File: config.mk
export PLATFORM = sky130hd
export DESIGN_NAME = reg_bank_seq
export DESIGN_NICKNAME = d
export VERILOG_FILES = /design/src/rtl/reg_bank_seq.sv
export SDC_FILE = /design/constraint.sdc
export NUM_CORES = 2
export LEC_CHECK = 0
export CAP_MARGIN = 15
export CORE_MARGIN = 3
export CORE_UTILIZATION = 45
export DETAILED_ROUTE_END_ITERATION = 16
export GPL_TIMING_DRIVEN = 0
export SLEW_MARGIN = 30
export SYNTH_ARGS = -nofsm -noshare
export SYNTH_HDL_FRONTEND = slang
export SYNTH_SLANG_ARGS = --single-unit
File: constraint.sdc
create_clock -name clk -period 28.2 [get_ports clk]
set_input_delay 5.64 -clock clk [delete_from_list [all_inputs] [get_ports clk]]
set_output_delay 5.64 -clock clk [all_outputs]
set_load 0.02 [all_outputs]
File: src/rtl/reg_bank_seq.sv
// Host-written register bank with a block engine (SUM / MAX / COPY / CLEAR over an index range).
// Latency: read_data is combinational; a block operation stays busy for LEN+1 cycles including the done cycle.
// Backpressure: none; host writes arriving while busy are dropped and flagged on write_err.
//
// Ports:
//   clk, reset     - single clock, asynchronous active-high reset
//   write_en/addr/data/strb - host write port, byte strobed, word-aligned index in addr[IDX_W+1:2]
//   read_addr, read_data    - combinational read port, same index decode as the write port
//   busy, done, write_err   - engine active, end-of-operation pulse, rejected-write pulse
module reg_bank_seq #(
    parameter int DATA_W   = 32,
    parameter int NUM_REGS = 16,
    parameter int ADDR_W   = 32
) (
    input  logic                  clk,
    input  logic                  reset,
    input  logic                  write_en,
    input  logic [ADDR_W-1:0]     write_addr,
    input  logic [DATA_W-1:0]     write_data,
    input  logic [DATA_W/8-1:0]   write_strb,
    input  logic [ADDR_W-1:0]     read_addr,
    output logic [DATA_W-1:0]     read_data,
    output logic                  busy,
    output logic                  done,
    output logic                  write_err
);

    localparam int IDX_W  = $clog2(NUM_REGS);
    localparam int STRB_W = DATA_W / 8;

    localparam logic [IDX_W-1:0] IDX_CTRL   = IDX_W'(0);
    localparam logic [IDX_W-1:0] IDX_SRC    = IDX_W'(1);
    localparam logic [IDX_W-1:0] IDX_LEN    = IDX_W'(2);
    localparam logic [IDX_W-1:0] IDX_DST    = IDX_W'(3);
    localparam logic [IDX_W-1:0] IDX_RESULT = IDX_W'(4);
    localparam logic [IDX_W-1:0] IDX_STATUS = IDX_W'(5);
    // First index the engine may write; everything below is control/status.
    localparam logic [IDX_W-1:0] IDX_DATA0  = IDX_W'(6);

    localparam logic [IDX_W:0]   LEN_MAX    = (IDX_W+1)'(NUM_REGS);
    localparam logic [IDX_W:0]   CNT_ZERO   = '0;
    localparam logic [IDX_W:0]   CNT_ONE    = (IDX_W+1)'(1);

    localparam logic [1:0] OP_SUM   = 2'd0;
    localparam logic [1:0] OP_MAX   = 2'd1;
    localparam logic [1:0] OP_COPY  = 2'd2;
    localparam logic [1:0] OP_CLEAR = 2'd3;

    typedef enum logic [1:0] {
        ST_IDLE,
        ST_RUN,
        ST_FINISH
    } state_t;

    // ------------------------------------------------------------------
    // State
    // ------------------------------------------------------------------
    logic [DATA_W-1:0] regs_q [NUM_REGS];
    logic [DATA_W-1:0] view   [NUM_REGS];

    state_t            state_q;
    logic              busy_q;
    logic              done_q;
    logic              write_err_q;
    logic              err_sticky_q;
    logic [IDX_W-1:0]  src_q;
    logic [IDX_W-1:0]  dst_q;
    logic [IDX_W:0]    len_q;
    logic [IDX_W:0]    cnt_q;
    logic [1:0]        op_q;
    logic [DATA_W-1:0] acc_q;

    // ------------------------------------------------------------------
    // Register view: what the host and the engine both see on a read.
    // STATUS is synthesised from live state rather than stored.
    // ------------------------------------------------------------------
    logic [DATA_W-1:0] status_word;

    always_comb begin
        status_word    = '0;
        status_word[0] = busy_q;
        status_word[1] = err_sticky_q;
    end

    always_comb begin
        for (int i = 0; i < NUM_REGS; i++) begin
            view[i] = regs_q[i];
        end
        view[IDX_STATUS] = status_word;
    end

    logic [IDX_W-1:0] rd_idx;
    assign rd_idx    = read_addr[IDX_W+1:2];
    assign read_data = view[rd_idx];

    // Upper address bits alias onto the register file; byte-offset bits are don't-care.
    logic unused_addr_bits;
    assign unused_addr_bits = ^{write_addr[ADDR_W-1:IDX_W+2], write_addr[1:0],
                                read_addr[ADDR_W-1:IDX_W+2], read_addr[1:0]};

    // ------------------------------------------------------------------
    // Host write decode
    // ------------------------------------------------------------------
    logic [IDX_W-1:0]  wr_idx;
    logic [DATA_W-1:0] wr_merged;
    logic [DATA_W-1:0] wr_val;
    logic              host_wr;
    logic              host_reject;
    logic              wr_to_ro;
    logic              start_req;
    logic              start_bad;
    logic              start_ok;
    logic [IDX_W:0]    len_reg;

    assign wr_idx      = write_addr[IDX_W+1:2];
    assign host_wr     = write_en && !busy_q;
    assign host_reject = write_en && busy_q;
    assign wr_to_ro    = (wr_idx == IDX_RESULT) || (wr_idx == IDX_STATUS);
    assign len_reg     = regs_q[IDX_LEN][IDX_W:0];

    always_comb begin
        wr_merged = regs_q[wr_idx];
        for (int b = 0; b < STRB_W; b++) begin
            if (write_strb[b]) begin
                wr_merged[b*8 +: 8] = write_data[b*8 +: 8];
            end
        end
        // start is a command bit, never stored
        wr_val = wr_merged;
        if (wr_idx == IDX_CTRL) begin
            wr_val[3] = 1'b0;
        end
    end

    // The start bit lives in byte 0, so it only counts when that byte is strobed.
    assign start_req = host_wr && (wr_idx == IDX_CTRL) && write_strb[0] && write_data[3];
    // Ops 4-7 all have bit 2 set.
    assign start_bad = start_req && (wr_merged[2] || (len_reg > LEN_MAX));
    assign start_ok  = start_req && !start_bad;

    // ------------------------------------------------------------------
    // Engine datapath (meaningful only in ST_RUN)
    // ------------------------------------------------------------------
    logic              in_run;
    logic [IDX_W-1:0]  src_idx;
    logic [IDX_W-1:0]  dst_idx;
    logic [DATA_W-1:0] eng_val;
    logic [DATA_W-1:0] acc_nxt;
    logic              last_elem;
    logic              eng_move;
    logic              eng_wr_ok;
    logic              eng_wr_blocked;
    logic [DATA_W-1:0] eng_wr_dat;
    logic              res_wr;
    logic [DATA_W-1:0] res_dat;

    assign in_run    = (state_q == ST_RUN);
    // IDX_W-bit adds wrap modulo NUM_REGS for free.
    assign src_idx   = src_q + cnt_q[IDX_W-1:0];
    assign dst_idx   = dst_q + cnt_q[IDX_W-1:0];
    assign eng_val   = view[src_idx];
    assign last_elem = (cnt_q == (len_q - CNT_ONE));

    always_comb begin
        acc_nxt = acc_q;
        case (op_q)
            OP_SUM:  acc_nxt = acc_q + eng_val;
            OP_MAX:  acc_nxt = (eng_val > acc_q) ? eng_val : acc_q;
            default: acc_nxt = acc_q;
        endcase
    end

    assign eng_move       = in_run && ((op_q == OP_COPY) || (op_q == OP_CLEAR));
    assign eng_wr_ok      = eng_move && (dst_idx >= IDX_DATA0);
    assign eng_wr_blocked = eng_move && (dst_idx < IDX_DATA0);
    assign eng_wr_dat     = (op_q == OP_COPY) ? eng_val : '0;

    // RESULT is written on the last RUN edge, or on the start edge of a zero-length SUM/MAX.
    // Legal ops 0/1 are the reductions, i.e. bit 1 clear.
    always_comb begin
        res_wr  = 1'b0;
        res_dat = '0;
        if (in_run && last_elem && !op_q[1]) begin
            res_wr  = 1'b1;
            res_dat = acc_nxt;
        end else if (start_ok && (len_reg == CNT_ZERO) && !wr_merged[1]) begin
            res_wr  = 1'b1;
            res_dat = '0;
        end
    end

    // ------------------------------------------------------------------
    // Register file, sticky error and write_err pulse.
    // Host writes and engine writes are mutually exclusive: host writes
    // only land while idle, the engine only writes in RUN.
    // ------------------------------------------------------------------
    always_ff @(posedge clk or posedge reset) begin
        if (reset) begin
            for (int i = 0; i < NUM_REGS; i++) begin
                regs_q[i] <= '0;
            end
            err_sticky_q <= 1'b0;
            write_err_q  <= 1'b0;
        end else begin
            write_err_q <= host_reject || start_bad;

            if (host_wr && !wr_to_ro) begin
                regs_q[wr_idx] <= wr_val;
            end
            if (eng_wr_ok) begin
                regs_q[dst_idx] <= eng_wr_dat;
            end
            if (res_wr) begin
                regs_q[IDX_RESULT] <= res_dat;
            end

            if (start_ok) begin
                err_sticky_q <= 1'b0;
            end else if (host_reject || start_bad || eng_wr_blocked) begin
                err_sticky_q <= 1'b1;
            end
        end
    end

    // ------------------------------------------------------------------
    // Engine FSM with registered busy/done
    // ------------------------------------------------------------------
    always_ff @(posedge clk or posedge reset) begin
        if (reset) begin
            state_q <= ST_IDLE;
            busy_q  <= 1'b0;
            done_q  <= 1'b0;
            src_q   <= '0;
            dst_q   <= '0;
            len_q   <= '0;
            cnt_q   <= '0;
            op_q    <= OP_SUM;
            acc_q   <= '0;
        end else begin
            case (state_q)
                ST_IDLE: begin
                    done_q <= 1'b0;
                    if (start_ok) begin
                        src_q  <= regs_q[IDX_SRC][IDX_W-1:0];
                        dst_q  <= regs_q[IDX_DST][IDX_W-1:0];
                        len_q  <= len_reg;
                        op_q   <= wr_merged[1:0];
                        cnt_q  <= '0;
                        acc_q  <= '0;
                        busy_q <= 1'b1;
                        if (len_reg == CNT_ZERO) begin
                            state_q <= ST_FINISH;
                            done_q  <= 1'b1;
                        end else begin
                            state_q <= ST_RUN;
                        end
                    end
                end
                ST_RUN: begin
                    acc_q <= acc_nxt;
                    cnt_q <= cnt_q + CNT_ONE;
                    if (last_elem) begin
                        state_q <= ST_FINISH;
                        done_q  <= 1'b1;
                    end
                end
                ST_FINISH: begin
                    state_q <= ST_IDLE;
                    busy_q  <= 1'b0;
                    done_q  <= 1'b0;
                end
                default: begin
                    state_q <= ST_IDLE;
                    busy_q  <= 1'b0;
                    done_q  <= 1'b0;
                end
            endcase
        end
    end

    assign busy      = busy_q;
    assign done      = done_q;
    assign write_err = write_err_q;

endmodule
# [After elaboration in Yosys (flattened, before gate mapping)]
# Cells that the tools add are included.
[totals] output_inout_bits=35 word_cells=138 reg_bits=570
[classes] n_mux=45 order_cmp=10 bitwise_logic=5 n_eq_ne=9 n_reduce_logical=37 n_addsub=5
[op_table] cell="$bwmux 512" count=2
[op_table] cell="$mux 512" count=2
[op_table] cell="$mux 32" count=13
[op_table] cell="$bmux 32 s4" count=3
[op_table] cell="$demux 32 s4" count=2
[op_table] cell="$pmux 32 s2" count=2
[op_table] cell="$add 32x32->32" count=1
[op_table] cell="$gt 32x32->1" count=1
[op_table] cell="$mux 8" count=4
[op_table] cell="$ge 5x5->1 const B" count=4
[op_table] cell="$not 4->5" count=4
[op_table] cell="$logic_and 1x1->1" count=17
[op_table] cell="$lt 5x1->1 const B" count=2
[op_table] cell="$pmux 5 s2" count=1
[op_table] cell="$mux 1" count=9
[op_table] cell="$add 4x4->4" count=2
[op_table] cell="$eq 4x3->1 const B" count=2
[op_table] cell="$reduce_and 2->1" count=4
[op_table] cell="$mux 2" count=3
[op_table] cell="$add 5x1->5 const B" count=1
[op_table] cell="$eq 5x5->1" count=1
[op_table] cell="$gt 5x5->1 const B" count=1
[op_table] cell="$logic_not 1->1" count=5
[op_table] cell="$logic_not 5->1" count=1
[op_table] cell="other kinds (15)" count=24

# [Depth between registers and ports, before layout]
[depth] word_depth=14 depth_mapped=20

# [Worst setup path before layout]
# OpenSTA, ideal clock, no wires.
[synth_timing] path_type="input-to-output" startpoint="input port read_addr[3]" endpoint="output port read_data[10]" path_stages=4 path_slack_ns=15.012 arrival_time_ns=7.548 cell_sequence="clkbuf_1 -> clkbuf_1 -> buf_1 -> mux4_2"
[synth_between] elab_chain_len=4
[synth_lines] element="start: declaration" line_no="21" source="input logic [ADDR_W-1:0] read_addr,"
[synth_lines] element="$not 4->5 (not written as such)" line_no="94" source="assign read_data = view[rd_idx];"
[synth_lines] element="$bmux 32 s4" line_no="94"
[synth_lines] element="$mux 32 (not written as such) (2 in a row)" line_no="94"
[synth_lines] element="end: declaration" line_no="22" source="output logic [DATA_W-1:0] read_data,"
# No other way between the ends. The select of a mux whose other input is x is not followed.

# [Worst setup path after layout]
[layout_timing] startpoint="input port read_addr[4]" endpoint="output port read_data[27]"
# Same word-level chain as after synthesis.

==> results_dict.tcl <==
set metrics [dict create \
    worstPathCellList "clkbuf_1 > clkbuf_2 > buf_1 > mux4_2 > mux4_2 > clkdlybuf4s50_1" \
    reg_top3 "regs_q: 507 flops, acc_q: 32 flops" \
    worst_ir_drop_vdd_uv 106 \
    root_buffer "clkbuf_16" \
    die_w_um 300 \
    clock.fmax_mhz 67.3 \
    top_register "regs_q" \
    fillers 7836 \
    final_cell_area_mm2 0.0440 \
    initial_core_util_pct 45.5 \
    timing.rr.start "cnt_q[0]" \
    cp-end-kind "output pin" \
    r2r_setup_slack_ns 20.84 \
    crit_path_max_fanout 10 \
    place.gp.congestion 1.02 \
    p_leak_uw 0.0160 \
    timing.hold.worst.start "regs_q[349]" \
    post-route-drc-count 0 \
    dieArea_mm2 0.0898 \
    syn_to_final_growth_pct 13.2 \
    ys_seq_area_share_pct 36.7 \
    crit_type "input pin to output pin" \
    cts_hold_buf 0 \
    grt_pass1_vias 35200 \
    yosys-top-cells-area "dfrtp_1, mux4_2, o21ai_0, o211ai_1, nand2_1" \
    hold_path_class "flip-flop to flip-flop" \
    synth_nets 3779 \
    viasPerCell 7.30 \
    final_util_pct 51.5 \
    final_common_cell "nand2_1" \
    final.period_utilization_pct 52.7 \
    post-route-min-period_ns 14.86 \
    postCtsSetupBuffers 0 \
    grt_max_degree 89 \
    cts_buffer_depth 3 \
    drive_above_1_share_pct 20.6 \
    slew_viol_final 0 \
    nets 3939 \
    avgSynthCellArea_um2 10.8 \
    post_drt_wl_per_cell_um 38.4 \
    die_h_um 300 \
    register_area_mm2 0.0143 \
    route.antenna.remaining_nets 0 \
    hold_viol_final 0 \
    hold_depth 1 \
    cts_tree "built" \
    cpPeakStageDelay_ns 0.87 \
    timing_worst_slew_pin_value_ns 1.20 \
    cts_buffers 71 \
    multi_input_area_mm2 0.0226 \
    antenna_found_initial 2 \
    portBuffers 70 \
    place_area_mm2 0.0415 \
    drtIter0Drc 5783 \
    ys_warn_count 0 \
    crit_path_start_kind "input pin" \
    r2r_end "regs_q[378]" \
    placedCellCount 4826 \
    arrival_ns 9.22 \
    synth_seq_cells 570 \
    grt_pass1_wl_mm 267 \
    synth_top_area_share_pct 36.7 \
    netlist_area_mm2 0.0388 \
    drtPass1Iterations 6 \
    final_cell_mix "nand2_1, dfrtp_1, o21ai_0, mux4_2, o211ai_1" \
    clock-sinks 570 \
    cp_common_cell "mux4_2" \
    slew_headroom_pct 19.9 \
    synthArstFlopShare_pct 100 \
    clkSlewWorstSetupHoldPaths_ns 0.06 \
    reg2reg_depth 19 \
    critPathSlowestCell "buf_1" \
    p_per_area_mw_per_mm2 117 \
    io_pins 138 \
    rsz0062_at_grt "no" \
    synth_edf_count 0 \
    run_status "complete, no violations" \
    yosys.cell_types.count 74 \
    grt-ovfl-total 0 \
    ctsResizeCount 0 \
    fin_cells 4957 \
    largest_register_ffs 507 \
    core_area_mm2 0.0854 \
    drt_wl_total_mm 190 \
    worstPathRequired_ns 22.56 \
    synth_top_cell_by_area "dfrtp_1" \
    synthesis.instances 3595 \
    clk_latency_ns 0.66 \
    vias 36200 \
    final-setup-viol-count 0 \
    placementRows 107 \
    place_hpwl_mm 138 \
    clock_skew_ns 0.0441 \
    track_usage_pct 42.1 \
    ys.flop_type "dfrtp_1" \
    drv_cap 0 \
    min_to "regs_q[349]" \
    h-tree-depth 3 \
]
kinds of logic after synthesis:
group,Yosys count,share of synthesized area [%]
multiplexers,542,28.5
XOR/XNOR,39,0.899
AO/OA/AOI/OAI,1076,17.1
adder cells (fa/ha/maj),81,2.67
flip-flops,570,36.7
buffers and inverters,458,5.10
AND/OR/NAND/NOR,829,9.04
area by class of cell:
cell class / count / area share [%]
multi-input combinational: 2567 / 51.5
sequential: 570 / 32.4
clock buffer: 107 / 4.90
buffer: 388 / 4.12
tap: 1144 / 3.26
timing repair buffer: 87 / 2.49
clock inverter: 22 / 0.700
inverter: 70 / 0.615
antenna: 2 / 0.0114
how the worst max path moves through the flow:
stage                     slack (ns)       endpoint    startpoint
final                          13.34  read_data[27]  read_addr[4]
after global routing           13.39  read_data[28]  read_addr[4]
after CTS                      13.55  read_data[27]  read_addr[4]
after detailed placement       13.54  read_data[23]  read_addr[4]
after global placement         -1.54    regs_q[237]         reset
after floorplan                 6.62       acc_q[0]         reset
metal layers:
metal / global-route usage [%] / wire, µm / up-vias
li1: - / - / 14000
met1: 53.3 / 66600 / 18200
met2: 60.7 / 81000 / 3189
met3: 16.1 / 27300 / 757
met4: 26.8 / 15200 / 2
met5: 0 / 14 / -
cell usage after synthesis, types with 12 or more instances:
master / instances
ha_1: 78
o21ai_0: 527
dfrtp_1: 570
buf_4: 30
nand2_1: 606
nor2_1: 55
nor2b_1: 18
o211ai_1: 314
xnor2_1: 28
buf_6: 12
buf_2: 48
inv_1: 70
nor3_1: 26
mux4_2: 418
a21oi_1: 44
mux2i_1: 77
mux2_2: 16
mux2i_4: 29
a211oi_1: 12
clkbuf_1: 239
nand3_1: 48
o21ai_1: 52
a22oi_1: 15
buf_1: 59
nand2b_1: 16
o221ai_1: 27
through the flow:
stage / setup WS, ns / setup TNS (ns) / hold WS (ns) / power (µW)
6_report: 13.34 / 0 / 0.455 / 5140
5_1_grt: 13.39 / 0 / 0.466 / 5340
4_1_cts: 13.55 / 0 / 0.456 / 5030
3_5_place_dp: 13.54 / 0 / 0.442 / 4030
3_3_place_gp: -1.54 / -832.04 / 0.435 / 4000
2_1_floorplan: 6.62 / 0 / 0.424 / 3110
where the power goes:
part           total (µW)  internal (µW)  switching (µW)
Sequential           1390           1080             312
Clock                1000            593             410
Combinational        2740           1130            1610
Total                5140           2810            2330
critical path, delay by kind of cell:
kind	cells	cell delay [ns]
buffers and inverters	4	2.60
muxes	2	0.97
(Power assumes the default switching activity.)
